**config.mk**
```make
export PLATFORM = sky130hd
export DESIGN_NAME = dmux2_buf
export DESIGN_NICKNAME = d
export VERILOG_FILES = /design/src/rtl/dmux2_buf.sv
export SDC_FILE = /design/constraint.sdc
export NUM_CORES = 1
export LEC_CHECK = 0
export ABC_AREA = 0
export BUFFER_PORTS_ARGS = -buffer_cell sky130_fd_sc_hd__buf_2
export CORE_ASPECT_RATIO = 2
export CORE_UTILIZATION = 54
export CTS_CLUSTER_SIZE = 28
export DETAILED_ROUTE_END_ITERATION = 10
export GPL_TIMING_DRIVEN = 0
export PLACE_DENSITY = 0.78
export RECOVER_POWER = 100
export SLEW_MARGIN = 15
export SYNTH_ARGS = -nofsm -noshare
export SYNTH_HDL_FRONTEND = slang
export SYNTH_SLANG_ARGS = --single-unit
```
**constraint.sdc**
```tcl
create_clock -name CK -period 2.4 [get_ports CK]
set_clock_uncertainty 0.2 [all_clocks]
set_input_delay 0.36 -clock CK [delete_from_list [all_inputs] [get_ports CK]]
set_output_delay 0.36 -clock CK [all_outputs]
set_load 0.02 [all_outputs]
```
**src/rtl/dmux2_buf.sv**
```systemverilog
// Two-way demultiplexer with a first-word-fall-through FIFO per output channel.
// Destination is chosen by S or by an internal round-robin toggle (MODE=1).
module dmux2_buf #(
   parameter int W     = 8,
   parameter int DEPTH = 2
) (
   input  logic                     CK,
   input  logic                     CLR,
   input  logic [W-1:0]             I,
   input  logic                     S,
   input  logic                     MODE,
   input  logic                     IV,
   output logic                     IR,
   output logic [W-1:0]             Z0,
   output logic                     Z0V,
   input  logic                     Z0R,
   output logic [W-1:0]             Z1,
   output logic                     Z1V,
   input  logic                     Z1R,
   output logic [$clog2(DEPTH):0]   CNT0,
   output logic [$clog2(DEPTH):0]   CNT1
);

   localparam int        AW       = $clog2(DEPTH);
   localparam logic [AW:0] FULL_CNT = (AW+1)'(DEPTH);

   logic                 tog;
   logic                 dest;
   logic                 accept;
   logic [1:0]           zr;
   logic [1:0]           zv;
   logic [1:0]           full;
   logic [1:0]           push;
   logic [1:0]           pop;
   logic [1:0][W-1:0]    zd;
   logic [1:0][AW:0]     cnt;

   assign zr = {Z1R, Z0R};

   // Full check is taken before any same-cycle pop, so a full FIFO never accepts.
   always_comb begin
      // NOTE: every always_comb output gets a value on every path, or a latch is inferred.
      dest = S;
      if (MODE) dest = tog;
      IR = ~CLR & ~full[dest];
   end

   assign accept = IV & IR;

   // NOTE: sequential state uses non-blocking assignments so all registers update from pre-edge values.
   always_ff @(posedge CK) begin
      if (CLR)                 tog <= 1'b0;
      else if (accept && MODE) tog <= ~tog;
   end

   for (genvar ch = 0; ch < 2; ch++) begin : g_ch
      logic [W-1:0]  mem [DEPTH];
      logic [AW-1:0] wr_ptr;
      logic [AW-1:0] rd_ptr;
      logic [AW:0]   cnt_r;

      assign cnt[ch]  = cnt_r;
      assign full[ch] = (cnt_r == FULL_CNT);
      assign zv[ch]   = (cnt_r != '0);
      assign push[ch] = accept & (dest == 1'(ch));
      assign pop[ch]  = zv[ch] & zr[ch] & ~CLR;
      assign zd[ch]   = zv[ch] ? mem[rd_ptr] : '0;

      always_ff @(posedge CK) begin
         if (CLR) begin
            wr_ptr <= '0;
            rd_ptr <= '0;
            cnt_r  <= '0;
            // NOTE: storage is cleared on reset so no stale word survives a reset; costs a reset mux per bit.
            for (int i = 0; i < DEPTH; i++) mem[i] <= '0;
         end else begin
            if (push[ch]) begin
               mem[wr_ptr] <= I;
               wr_ptr      <= wr_ptr + 1'b1;
            end
            if (pop[ch]) rd_ptr <= rd_ptr + 1'b1;
            case ({push[ch], pop[ch]})
               2'b10:   cnt_r <= cnt_r + 1'b1;
               2'b01:   cnt_r <= cnt_r - 1'b1;
               default: cnt_r <= cnt_r;
            endcase
         end
      end
   end

   assign Z0   = zd[0];
   assign Z1   = zd[1];
   assign Z0V  = zv[0];
   assign Z1V  = zv[1];
   assign CNT0 = cnt[0];
   assign CNT1 = cnt[1];

endmodule

```
==> flow_summary.ini <==
[setup_path]
worstReg2RegEnd = CNT1[1]
worst-r2r-cell-count = 6
required_ns = 2.43
cp.arrival_ns = 2.26
rrSetupSlack_ns = 0.17
worst_setup_path_start_kind = register
cp_max_fo = 6
path_class = reg2reg
r2r_start = CNT1[0]
end_kind = register

[timing]
hold_violations = 0
holdWs_ns = 0.221
worst_pin_slew_ns = 0.761
slew_headroom = 0.492
min_period_ns = 2.23
slew_viol_final = 0
tns_ns = 0
maxClockFrequency_mhz = 448
rsz0062_at_grt = false
fin_crit_sh = 0.930
setup_viol = 0

[synth]
synth_edf_count = 32
synth_area_leaders = edfxtp_1, nor2_1, dfxtp_1
synthSimpleGateAreaFrac = 0.189
synth.avg_cell_area_um2 = 11.0
synth_mux_area_frac = 0.109
syn_area_um2 = 1950
ys_top_cells_by_count = nor2_1, edfxtp_1, mux2i_1, dfxtp_1, nand2_1
synthArstFlopShare = 0
synthFlopType = edfxtp_1
yosysWarnings = 0
synth_top_family_by_area = simple AND/OR/NAND/NOR gates
synth_cells = 177
synth_most_common_cell = nor2_1
synth_xor_area_frac = 0.0270
synth_compound_area_frac = 0.0379
synth.distinct_cells = 29
yosysSeqAreaShare = 0.607
netlist.area_leader.share = 0.494
synth_fa_ha_area_frac = 0.0129
postSynthRegisterBits = 43
synth_top_cell_by_area = edfxtp_1
syn_nets = 194

[cells_and_area]
n_fill_cell = 308
fin_area_um2 = 2240
area_growth_syn_to_layout_pct = 15.2
nets = 238
drive_gt1_frac = 0.135
final_cells = 270
antenna_cells = 0

[clocking]
insertion_delay_ns = 0.30
cts_resized = 0
cts_buffers = 5
post_cts_buffers = 0
cts-root-buf = clkbuf_8
cts_tree = built
cts_max_level = 2
postCtsHoldBufs = 0
clock_sinks = 43
clk_pin_slew_worst_paths_ns = 0.08
clockBufferDepth = 2

[placement]
place_hpwl_um = 2870
dp.cells = 262
gp_congestion = 0.728
place_area_um2 = 2190
port_buffers = 37

[global_route]
globalRouteTotalUtil = 0.230
busiest_layer = met2
grt_util_met2 = 0.408
grt_pass1_vias = 1431
grt_pass1_wl_um = 6290
gr-total-overflow = 0
use_met1 = 0.237
grt.met3_usage = 0.0456
grt_max_degree = 14
antenna_found_initial = 0

[die]
num_io_pins = 38
die_w_um = 44.4
initial_utilization = 0.570
die_h_um = 86.9
core_um2 = 3420
die_area_um2 = 3860
rows = 30

[run_status]
status = finished, final reports clean

[worst_hold_path]
holdPathEnd = tog
min_from = MODE
hold_class = in2reg
hold_depth = 3

[power_and_ir_drop]
max-vdd-ir-drop_v = 0.000535
p_leak_nw = 0.845
p_total_mw = 1.57
powerDensity_nw_per_um2 = 700

[route]
drtIter0Drc = 54
wl_per_cell_um = 14.2
drtPass1Iterations = 4
via_per_inst = 5.40
drc_errors = 0
vias = 1458
antenna_left = 0
finalWirelength_um = 3840

[run]
cap_violations = 0
## power breakdown
group | internal, mW | switching (mW)
clock network | 0.199 | 0.241
logic | 0.0850 | 0.164
registers | 0.854 | 0.0257
total | 1.14 | 0.431
## cell usage in the layout, fill, tap and decap left out, drive strengths merged
cell    count
mux2i      17
o21ai       4
a31oi       1
nor2b       2
edfxtp     32
nand2b      3
inv         3
and3        1
xnor2       2
a41o        1
a21o        2
or2         1
nand3       5
clkinv      3
clkbuf     29
xor2        4
mux2        3
dfxtp      11
ha          2
and4        1
nor2       60
or3         2
buf        18
nand2      10
o21bai      1
a21oi       3
nor3        1
## metrics by stage
| step | utilization | setup WS [ns] |
|---|---|---|
| 2_1_floorplan | - | 0.227 |
| 3_3_place_gp | 0.641 | 0.182 |
| 3_5_place_dp | 0.641 | 0.114 |
| 4_1_cts | 0.666 | 0.189 |
| 5_1_grt | 0.656 | 0.0419 |
| 6_report | 0.656 | 0.169 |
## worst max path at each step
stage	from	end	slack (ns)	cells after the start
after floorplan	CNT1[0]	CNT1[1]	0.23	6
after global placement	CLR	CNT1[1]	0.18	7
after detailed placement	CLR	CNT1[1]	0.11	7
after CTS	CNT1[0]	CNT1[1]	0.19	6
after global routing	CNT1[0]	CNT1[1]	0.04	7
final	CNT1[0]	CNT1[1]	0.17	6
## worst max-delay path, cell delays in order, from the launching register on
cell,delay (ns)
dfxtp_1,0.44
nand2b_1,0.27
nand3_2,0.13
or2_2,0.29
ha_1,0.33
or3_1,0.37
a21oi_1,0.14
## metal layers
metal / vias up / wire [um]
met1: 683 / 1370
met4: 0 / 159
met2: 64 / 2140
met3: 16 / 172
li1: 695 / -
met5: - / 0
## sequential cells by signal (all words and copies together) (netlist names), named ones only
| signal | count |
|---|---|
| CNT1 | 2 |
| g_ch.mem | 32 |
| CNT0 | 2 |
| tog | 1 |
| g_ch.rd_ptr | 2 |
| g_ch.wr_ptr | 2 |
## layout make-up
cell class,instances,area [um2],area share
Inverter,3,11.3,0.00503
Sequential cell,43,1180,0.527
Clock buffer,5,68.8,0.0307
Buffer,5,22.5,0.0101
Tap cell,48,60.1,0.0268
Multi-Input combinational cell,126,726,0.324
Timing Repair Buffer,37,156,0.0698
Clock inverter,3,15.0,0.00670
## logic make-up (layout without fill, tap and decap cells)
family,after synthesis,count (layout)
AND/OR/NAND/NOR,86,86
flip-flops,43,43
multiplexers,20,20
AO/OA/AOI/OAI,12,12
buffers and inverters,8,53
XOR/XNOR,6,6
adder cells (fa/ha/maj),2,2
No activity file was read; power rests on OpenSTA's default activity.
